File: src/rtl/pr_free_list_if.sv
// Allocation, release, checkpoint and rollback signals of the physical-register free list.
// master drives requests (issue/commit/branch logic); slave is the free list itself.
interface pr_free_list_if #(
  parameter int NUM_SICS     = 2,
  parameter int NUM_PHY_REGS = 64,
  parameter int NUM_ECRS     = 2
);
  localparam int FL_DEPTH = NUM_PHY_REGS - 32;
  localparam int PR_W     = $clog2(NUM_PHY_REGS);
  localparam int P_W      = $clog2(FL_DEPTH) + 1;
  localparam int E_W      = (NUM_ECRS > 1) ? $clog2(NUM_ECRS) : 1;
  localparam int S_W      = (NUM_SICS > 1) ? $clog2(NUM_SICS) : 1;

  logic [NUM_SICS-1:0]           alloc_req;
  logic [NUM_SICS-1:0]           alloc_grant;
  logic [NUM_SICS-1:0][PR_W-1:0] alloc_pr;
  logic [NUM_SICS-1:0]           free_valid;
  logic [NUM_SICS-1:0][PR_W-1:0] free_pr;
  logic                          ckpt_save_valid;
  logic [E_W-1:0]                ckpt_save_id;
  logic [S_W-1:0]                ckpt_save_slot;
  logic                          rollback_valid;
  logic [E_W-1:0]                rollback_id;
  logic [P_W-1:0]                free_count;
  logic                          empty;
  logic                          err;

  modport master (
    output alloc_req,
    output free_valid,
    output free_pr,
    output ckpt_save_valid,
    output ckpt_save_id,
    output ckpt_save_slot,
    output rollback_valid,
    output rollback_id,
    input  alloc_grant,
    input  alloc_pr,
    input  free_count,
    input  empty,
    input  err
  );

  modport slave (
    input  alloc_req,
    input  free_valid,
    input  free_pr,
    input  ckpt_save_valid,
    input  ckpt_save_id,
    input  ckpt_save_slot,
    input  rollback_valid,
    input  rollback_id,
    output alloc_grant,
    output alloc_pr,
    output free_count,
    output empty,
    output err
  );
endinterface

File: src/rtl/pr_free_list.sv
// Circular free list for the PRs above the 32 reserved architectural registers, with one head
// checkpoint per ECR for single-cycle rollback. Define PR_FREE_LIST_CHECK_EN for free-side checks and err.
module pr_free_list #(
  parameter int NUM_SICS     = 2,
  parameter int NUM_PHY_REGS = 64,
  parameter int NUM_ECRS     = 2
) (
  input  logic           clk,
  input  logic           rst,
  pr_free_list_if.slave  fl_if
);
  localparam int FL_DEPTH = NUM_PHY_REGS - 32;
  localparam int PR_W     = $clog2(NUM_PHY_REGS);
  localparam int IDX_W    = $clog2(FL_DEPTH);
  localparam int P_W      = IDX_W + 1;
  localparam int C_W      = $clog2(NUM_SICS + 1);

  generate
    if ((FL_DEPTH < 1) || ((FL_DEPTH & (FL_DEPTH - 1)) != 0) || (FL_DEPTH < NUM_SICS)) begin : g_bad_cfg
      $error("pr_free_list: NUM_PHY_REGS-32 must be a power of two and >= NUM_SICS");
    end
  endgenerate

  logic [PR_W-1:0]                fl [FL_DEPTH];
  logic [P_W-1:0]                 head;
  logic [P_W-1:0]                 tail;
  logic [P_W-1:0]                 head_nxt;
  logic [P_W-1:0]                 tail_nxt;
  logic [P_W-1:0]                 ckpt_head [NUM_ECRS];
  logic [P_W-1:0]                 free_count_q;
  logic                           empty_q;

  logic [NUM_SICS-1:0]            grant;
  logic [NUM_SICS-1:0][PR_W-1:0]  grant_pr;
  logic [C_W-1:0]                 grant_cnt;
  logic [C_W-1:0]                 pre_save_cnt;
  logic                           blocked;

  logic [NUM_SICS-1:0]            free_ok;
  logic [NUM_SICS-1:0]            wr_en;
  logic [NUM_SICS-1:0][IDX_W-1:0] wr_idx;
  logic [C_W-1:0]                 free_cnt;

  // In-order prefix grant: the first denied requester blocks every higher slot,
  // idle slots do not. Only the registered (pre-free) count is offered.
  always_comb begin
    grant        = '0;
    grant_pr     = '0;
    grant_cnt    = '0;
    pre_save_cnt = '0;
    blocked      = 1'b0;
    for (int k = 0; k < NUM_SICS; k++) begin
      if (int'(fl_if.ckpt_save_slot) == k) pre_save_cnt = grant_cnt;
      if (fl_if.alloc_req[k]) begin
        if (!blocked && !fl_if.rollback_valid && !rst &&
            (P_W'(grant_cnt) < free_count_q)) begin
          grant[k]    = 1'b1;
          grant_pr[k] = fl[IDX_W'(head + P_W'(grant_cnt))];
          grant_cnt   = grant_cnt + C_W'(1);
        end else begin
          blocked = 1'b1;
        end
      end
    end
    if (int'(fl_if.ckpt_save_slot) >= NUM_SICS) pre_save_cnt = grant_cnt;
  end

`ifdef PR_FREE_LIST_CHECK_EN
  logic [FL_DEPTH-1:0] is_free;
  logic [NUM_SICS-1:0] free_bad;
  logic                err_q;

  // A release is bad if it names a reserved PR, a PR already on the list,
  // or repeats a PR named by a lower slot in the same cycle.
  always_comb begin
    free_bad = '0;
    for (int k = 0; k < NUM_SICS; k++) begin
      if (fl_if.free_valid[k]) begin
        if ((fl_if.free_pr[k] < PR_W'(32)) ||
            is_free[IDX_W'(fl_if.free_pr[k] - PR_W'(32))]) begin
          free_bad[k] = 1'b1;
        end
        for (int j = 0; j < k; j++) begin
          if (fl_if.free_valid[j] && (fl_if.free_pr[j] == fl_if.free_pr[k])) free_bad[k] = 1'b1;
        end
      end
    end
  end

  assign free_ok = fl_if.free_valid & ~free_bad;

  always_ff @(posedge clk or posedge rst) begin
    if (rst) begin
      is_free <= '1;
      err_q   <= 1'b0;
    end else begin
      for (int k = 0; k < NUM_SICS; k++) begin
        if (grant[k]) is_free[IDX_W'(grant_pr[k] - PR_W'(32))] <= 1'b0;
      end
      for (int k = 0; k < NUM_SICS; k++) begin
        if (free_ok[k]) is_free[IDX_W'(fl_if.free_pr[k] - PR_W'(32))] <= 1'b1;
      end
      if (|free_bad) err_q <= 1'b1;
    end
  end

  assign fl_if.err = err_q;
`else
  assign free_ok   = fl_if.free_valid;
  assign fl_if.err = 1'b0;
`endif

  // Accepted releases are packed at the tail in slot order.
  always_comb begin
    wr_en    = '0;
    wr_idx   = '0;
    free_cnt = '0;
    for (int k = 0; k < NUM_SICS; k++) begin
      if (free_ok[k]) begin
        wr_en[k]  = 1'b1;
        wr_idx[k] = IDX_W'(tail + P_W'(free_cnt));
        free_cnt  = free_cnt + C_W'(1);
      end
    end
  end

  assign head_nxt = fl_if.rollback_valid ? ckpt_head[fl_if.rollback_id]
                                         : head + P_W'(grant_cnt);
  assign tail_nxt = tail + P_W'(free_cnt);

  always_ff @(posedge clk or posedge rst) begin
    if (rst) begin
      head         <= '0;
      tail         <= P_W'(FL_DEPTH);
      free_count_q <= P_W'(FL_DEPTH);
      empty_q      <= 1'b0;
      for (int e = 0; e < NUM_ECRS; e++) ckpt_head[e] <= '0;
      for (int i = 0; i < FL_DEPTH; i++) fl[i] <= PR_W'(32 + i);
    end else begin
      head         <= head_nxt;
      tail         <= tail_nxt;
      free_count_q <= tail_nxt - head_nxt;
      empty_q      <= (tail_nxt == head_nxt);
      // Rollback wins over a same-cycle save; the saved head excludes grants at or above the branch slot.
      if (fl_if.ckpt_save_valid && !fl_if.rollback_valid) begin
        ckpt_head[fl_if.ckpt_save_id] <= head + P_W'(pre_save_cnt);
      end
      for (int k = 0; k < NUM_SICS; k++) begin
        if (wr_en[k]) fl[wr_idx[k]] <= fl_if.free_pr[k];
      end
    end
  end

  assign fl_if.alloc_grant = grant;
  assign fl_if.alloc_pr    = grant_pr;
  assign fl_if.free_count  = free_count_q;
  assign fl_if.empty       = empty_q;

endmodule

File: src/flat_wrapper.sv
// flat-port wrapper written by rule: the top's interface ports become plain ports
module pr_free_list_flat 
#(
  parameter int NUM_SICS     = 2,
  parameter int NUM_PHY_REGS = 64,
  parameter int NUM_ECRS     = 2
)
  (clk, rst, fl_if_alloc_req, fl_if_free_valid, fl_if_free_pr, fl_if_ckpt_save_valid, fl_if_ckpt_save_id, fl_if_ckpt_save_slot, fl_if_rollback_valid, fl_if_rollback_id, fl_if_alloc_grant, fl_if_alloc_pr, fl_if_free_count, fl_if_empty, fl_if_err);
  pr_free_list_if #(.NUM_SICS(NUM_SICS), .NUM_PHY_REGS(NUM_PHY_REGS), .NUM_ECRS(NUM_ECRS)) fl_if_i ();
  input  logic clk;
  input  logic rst;
  input wire logic [$bits(fl_if_i.alloc_req)-1:0] fl_if_alloc_req;
  input wire logic [$bits(fl_if_i.free_valid)-1:0] fl_if_free_valid;
  input wire logic [$bits(fl_if_i.free_pr)-1:0] fl_if_free_pr;
  input wire logic [$bits(fl_if_i.ckpt_save_valid)-1:0] fl_if_ckpt_save_valid;
  input wire logic [$bits(fl_if_i.ckpt_save_id)-1:0] fl_if_ckpt_save_id;
  input wire logic [$bits(fl_if_i.ckpt_save_slot)-1:0] fl_if_ckpt_save_slot;
  input wire logic [$bits(fl_if_i.rollback_valid)-1:0] fl_if_rollback_valid;
  input wire logic [$bits(fl_if_i.rollback_id)-1:0] fl_if_rollback_id;
  output wire logic [$bits(fl_if_i.alloc_grant)-1:0] fl_if_alloc_grant;
  output wire logic [$bits(fl_if_i.alloc_pr)-1:0] fl_if_alloc_pr;
  output wire logic [$bits(fl_if_i.free_count)-1:0] fl_if_free_count;
  output wire logic [$bits(fl_if_i.empty)-1:0] fl_if_empty;
  output wire logic [$bits(fl_if_i.err)-1:0] fl_if_err;
  assign fl_if_i.alloc_req = fl_if_alloc_req;
  assign fl_if_i.free_valid = fl_if_free_valid;
  assign fl_if_i.free_pr = fl_if_free_pr;
  assign fl_if_i.ckpt_save_valid = fl_if_ckpt_save_valid;
  assign fl_if_i.ckpt_save_id = fl_if_ckpt_save_id;
  assign fl_if_i.ckpt_save_slot = fl_if_ckpt_save_slot;
  assign fl_if_i.rollback_valid = fl_if_rollback_valid;
  assign fl_if_i.rollback_id = fl_if_rollback_id;
  assign fl_if_alloc_grant = fl_if_i.alloc_grant;
  assign fl_if_alloc_pr = fl_if_i.alloc_pr;
  assign fl_if_free_count = fl_if_i.free_count;
  assign fl_if_empty = fl_if_i.empty;
  assign fl_if_err = fl_if_i.err;
  pr_free_list #(.NUM_SICS(NUM_SICS), .NUM_PHY_REGS(NUM_PHY_REGS), .NUM_ECRS(NUM_ECRS)) u_core (.clk(clk), .rst(rst), .fl_if(fl_if_i));
endmodule
File: config.mk
export PLATFORM = sky130hd
export DESIGN_NAME = pr_free_list_flat
export DESIGN_NICKNAME = d
export VERILOG_FILES = /design/src/rtl/pr_free_list_if.sv /design/src/rtl/pr_free_list.sv /design/src/flat_wrapper.sv
export SDC_FILE = /design/constraint.sdc
export NUM_CORES = 1
export LEC_CHECK = 0
export CORE_MARGIN = 2
export CORE_UTILIZATION = 40
export CTS_CLUSTER_SIZE = 20
export DETAILED_ROUTE_END_ITERATION = 12
export GPL_TIMING_DRIVEN = 0
export SYNTH_ARGS = -nofsm -noshare
export SYNTH_HDL_FRONTEND = slang
export SYNTH_SLANG_ARGS = --single-unit
File: constraint.sdc
create_clock -name clk -period 12.2 [get_ports clk]
set_clock_uncertainty 0.05 [all_clocks]
set_input_delay 1.83 -clock clk [delete_from_list [all_inputs] [get_ports clk]]
set_output_delay 1.83 -clock clk [all_outputs]
set_load 0.02 [all_outputs]
Word level (Yosys, flattened, before mapping)
Cells that the tools add are included.
{ "word_totals": {"wordCells": 118, "mem_bits_rw": 0, "mem_bits_ro": 0, "latch_bits": 0, "out_inout_bits": 22, "inputBits": 23, "mem_count": 0, "register_bits": 223} }
{ "classes": {"mux": 42, "shifts": 0, "eq_ne": 1, "n_addsub": 8, "n_div": 0, "bitwise": 6, "n_reduce_logical": 12, "n_mul": 0, "order_cmp": 11} }
{ "op_table": {"columns": ["op", "n"], "rows": [
  ["$bwmux 192", 2],
  ["$mux 192", 2],
  ["$mux 6", 15],
  ["$bmux 6 s5", 2],
  ["$demux 6 s5", 2],
  ["$ge 6x6->1 const B", 4],
  ["$not 5->6", 4],
  ["$add 6x2->6", 3],
  ["$bwmux 12", 1],
  ["$lt 6x1->1 const B", 2],
  ["$mux 1", 10],
  ["$mux 2", 5],
  ["$mux 5", 2],
  ["$logic_and 1x1->1", 9],
  ["$demux 6 s1", 1],
  ["$eq 6x6->1", 1],
  ["$lt 1x6->1 const A", 1],
  ["$lt 2x6->1", 1],
  ["$sub 6x6->6", 1],
  ["$add 5x1->5", 1],
  ["$add 5x2->5", 1],
  ["$ge 2x2->1 const B", 2],
  ["$not 1->2", 2],
  ["$logic_not 1->1", 3],
  ["other kinds (3)", 3]
]} }

Longest topological paths before layout
{ "depth": {"ltp_word": 14, "mapped_depth": 17, "ltp_nobuf": 17} }

Least setup slack after synthesis
No wires, ideal clock.
{ "synth_timing": {"path_type": "input-to-output", "startpoint": "input rst", "endpoint": "output fl_if_alloc_pr[11]", "t_arrival_ns": 9.068, "setup_slack_ns": 1.252, "cell_stages": 9, "required_ns": 10.320, "path_buffers": 2, "path_cell_list": "inv_1 > o2111a_1 > ha_1 > ha_1 > clkbuf_1 > clkbuf_1 > mux4_2 > mux2i_1 > o221ai_1"} }
{ "synth_between": {"elab_chain_len": 12, "word_cells_on_any_way": 19, "cone_classes": "add/sub (1); order compare (1); mux (9); bitwise (1); reduce/logical (7)"} }
{ "synth_rtl": {"columns": ["element", "line", "text"], "rows": [
  ["start, declared", "flat_wrapper.sv:11", "input logic rst;"],
  ["$logic_not 1->1 *", "pr_free_list.sv:55", "if (!blocked && !fl_if.rollback_valid && !rst &&"],
  ["$logic_and 1x1->1 (2 in a row)", "pr_free_list.sv:55", null],
  ["$mux 1", "pr_free_list.sv:55", null],
  ["$mux 2", "pr_free_list.sv:54", "if (fl_if.alloc_req[k]) begin"],
  ["$add 5x2->5", "pr_free_list.sv:58", "grant_pr[k] = fl[IDX_W'(head + P_W'(grant_cnt))];"],
  ["$not 5->6 (not written as such)", "pr_free_list.sv:58", null],
  ["$bmux 6 s5", "pr_free_list.sv:58", null],
  ["$mux 6 (not written as such) (2 in a row)", "pr_free_list.sv:58", null],
  ["$mux 6 *", "pr_free_list.sv:55", null],
  ["$mux 6 *", "pr_free_list.sv:54", null],
  ["end, declared", "flat_wrapper.sv:21", "output wire logic [$bits(fl_if_i.alloc_pr)-1:0] fl_if_alloc_pr;"]
]} }
Every way passes the cells marked *; elsewhere a longest branch is shown, timed or not. The select of a mux whose other input is x is not followed.

Worst setup path after layout
{ "layout_timing": {"startpoint": "input rst", "endpoint": "output fl_if_alloc_pr[6]"} }
The elaborated chain is that of the path after synthesis.

==> impl_metrics.ini <==
[run_status]
status = completed

[floorplan]
io-pin-count = 45
floorplan.core_area_um2 = 36400
start_util = 0.405
row_count = 70
fp.dieH_um = 196
fp.dieArea_um2 = 38500
die_w_um = 196

[job]
cap_violations = 0

[timing]
setup_viol = 0
fin_crit_ns = 8.65
setup-tns-final_ns = 0
rsz0062_at_grt = no
tightest_slew_ns = 1.25
slew_headroom = 0.166
fin_crit_sh = 0.709
hold_viol_final = 0
timing.fmax_mhz = 116
maxSlewViolCount = 0
worst_hold_slack_ns = 0.433

[detailed_routing]
drt-total-wl_um = 51400
initialDrtViolationCount = 1293
viasPerCell = 6.09
ant_nets = 0
dr.pass1.iters = 6
drc = 0
via_count = 11600
route.detailed.wl_per_inst_um = 27.1

[logic_synthesis]
netlist_instances = 1336
async_reset_ff_frac = 1.00
yosysTopAreaCellShare = 0.203
synth_edf_count = 0
synth.area.top_cells = dfstp_2 (20%), dfrtp_1 (18%), mux2i_1 (14%)
syn-cell-area_um2 = 14800
synth.yosys.seq_area_share = 0.388
synth_fp_nets = 1379
synth_top_area_cell = dfstp_2
ys_types = 65
yosys_warnings = 0
ys.flop_type = dfstp_2
ys_ff_latch = 223
avgSynthCellArea_um2 = 11.0

[global_route]
grt_pass1_vias = 11500
grt_max_degree = 96
overflow = 0
grt_usage = 0.269
grt_pass1_wl_um = 75800
grt_antenna_before_repair = 0

[worst_setup_path]
crit_path_max_incr_delay_ns = 0.77
timing_worst_setup_path_type = primary input to primary output
crit_arrival_ns = 6.77
worstPathRequired_ns = 10.32
crit_path_end_kind = primary output
cp_max_fo = 64
cp_slowest_cell = clkbuf_1
cp-start-kind = primary input
crit_path_cell_trace = clkdlybuf4s50_1 > inv_8 > o2111a_1 > ha_1 > ha_1 > clkbuf_1 > clkbuf_1 > mux4_2 > mux2i_1 > o221ai_1 > clkdlybuf4s50_1

[cts]
cts.hold.buffers_added = 0
cts_resized = 0
post_cts_buffers = 0
clk_latency_ns = 0.55
clkTransAtPathRegs_ns = 0.05
max-clock-path-buffers = 3
cts_sinks = 223
cts_buffers = 27
htree_levels = 1
tritoncts = done
root_buffer = clkbuf_16

[final_layout]
layout-drive-gt1-share = 0.297
fillers = 3381
num_antenna_cells = 0
fin_area_um2 = 16700
area_growth_pct = 12.9
multiInputGateArea_um2 = 8460
register_area_um2 = 5720
nets = 1452
fin_cells = 1898

[placed_design]
post_dp_cell_area_um2 = 15800
port_buffers = 42
dp_cells = 1848
dpl.hpwl_um = 37600
gp_congestion = 0.977

[pwr]
power.density_nw_per_um2 = 267
power.leakage_nw = 6.83
irDropWorstVdd_mv = 0.147

[hold_path]
hp-class = register to register
==> Yosys cell counts (4+ instances only) <==
master	n
a2111oi_2	7
a211oi_1	10
a21oi_1	63
a221o_1	4
and3_1	9
buf_1	9
buf_2	50
buf_4	4
clkbuf_1	52
dfrtp_1	109
dfstp_2	114
ha_1	17
inv_1	13
mux2_1	12
mux2_2	100
mux2i_1	211
mux4_2	76
nand2_1	132
nand2_2	6
nand2b_1	5
nand3_1	15
nand4_1	7
nor2_1	65
nor2_2	13
nor2b_1	5
nor3_1	7
nor4_1	4
o211ai_1	6
o21ai_0	111
o221ai_1	11
o22a_1	6
o22ai_1	9
xnor2_1	12
xor2_1	12
==> worst paths after layout <==
| check | start | end | slack [ns] | cells after the start |
|---|---|---|---|---|
| setup / recovery | rst | fl_if_alloc_pr[6] | 3.55 | 11 |
| hold reg to reg | u_core.ckpt_head[2] | u_core.ckpt_head[2] | 0.43 | 2 |
| min in group asynchronous | rst | u_core.fl[66] | 1.70 | 2 |
| max in group asynchronous | rst | u_core.fl[131] | 9.52 | 3 |
| hold / removal | u_core.ckpt_head[2] | u_core.ckpt_head[2] | 0.43 | 2 |
| setup reg to reg | u_core.head[1] | u_core.fl_if.free_count[5] | 8.04 | 11 |
==> cells in the final DEF, fill, tap and decap left out, types with 6 or more instances in the layout <==
cell type	n
ha_1	17
a21oi_1	63
dfstp_2	114
nor2_2	13
xor2_1	12
nand2_2	6
a211oi_1	10
a2111oi_2	7
mux2_1	12
mux2_2	100
o211ai_1	6
mux4_2	76
nand3_1	15
o221ai_1	11
inv_1	12
clkbuf_16	27
mux2i_1	211
o22a_1	6
o22ai_1	9
clkbuf_1	63
clkbuf_8	6
o21ai_0	111
dfrtp_1	109
nor3_1	7
buf_1	9
nand2_1	132
buf_2	50
and3_1	9
clkdlybuf4s50_1	42
xnor2_1	12
nand4_1	7
nor2_1	65
==> sequential cells by signal, summed over array words and instances, names as in the netlist <==
name / count
u_core.fl: 192
u_core.ckpt_head: 12
u_core.fl_if.free_count: 6
u_core.head: 6
u_core.tail: 6
u_core.fl_if.empty: 1
==> power by group <==
part,leakage (nW),switching [mW],total [mW],internal [mW]
logic,3.89,1.16,2.15,0.992
clock network,0.407,0.339,0.784,0.446
registers,2.54,0.307,1.52,1.21
==> metal layers <==
| layer | vias to the layer above | global-route usage | wire (um) |
|---|---|---|---|
| met5 | - | 0 | 0 |
| met4 | 0 | 0.117 | 2390 |
| met3 | 107 | 0.0634 | 4730 |
| met2 | 557 | 0.410 | 22500 |
| met1 | 5818 | 0.368 | 21800 |
| li1 | 5081 | - | - |
==> kinds of logic after synthesis <==
group	Yosys count	synth area share
compound gates	244	0.101
other cells	1	0.000254
xor+xnor	26	0.0172
simple gates	292	0.0916
mux	399	0.344
buf+inv	131	0.0391
fa+ha+maj	20	0.0185
flops	223	0.388
==> critical path: cells and delay by family <==
family / cells / cell delay, ns
AOI/OAI and AO/OA: 2 / 0.92
buffers and inverters: 5 / 3.00
muxes: 2 / 0.51
adders and majority gates: 2 / 0.47
==> area by class of cell <==
type                       instances  area share
clock buffer                      44      0.0480
sequential                       223       0.343
inverter                          15     0.00383
buffer                           116      0.0312
clock inverter                     6     0.00233
multi-input combinational        982       0.508
tap                              468      0.0351
timing repair buffer              44      0.0285
==> metrics by stage <==
stage | setup WS [ns] | util | total power, mW
2_1_floorplan | 1.25 | - | 2.95
3_3_place_gp | -2.92 | 0.433 | 3.55
6_report | 3.55 | 0.457 | 4.45
3_5_place_dp | 3.56 | 0.434 | 3.62
4_1_cts | 3.55 | 0.457 | 4.41
5_1_grt | 3.38 | 0.457 | 4.68
(Power assumes the default switching activity.)
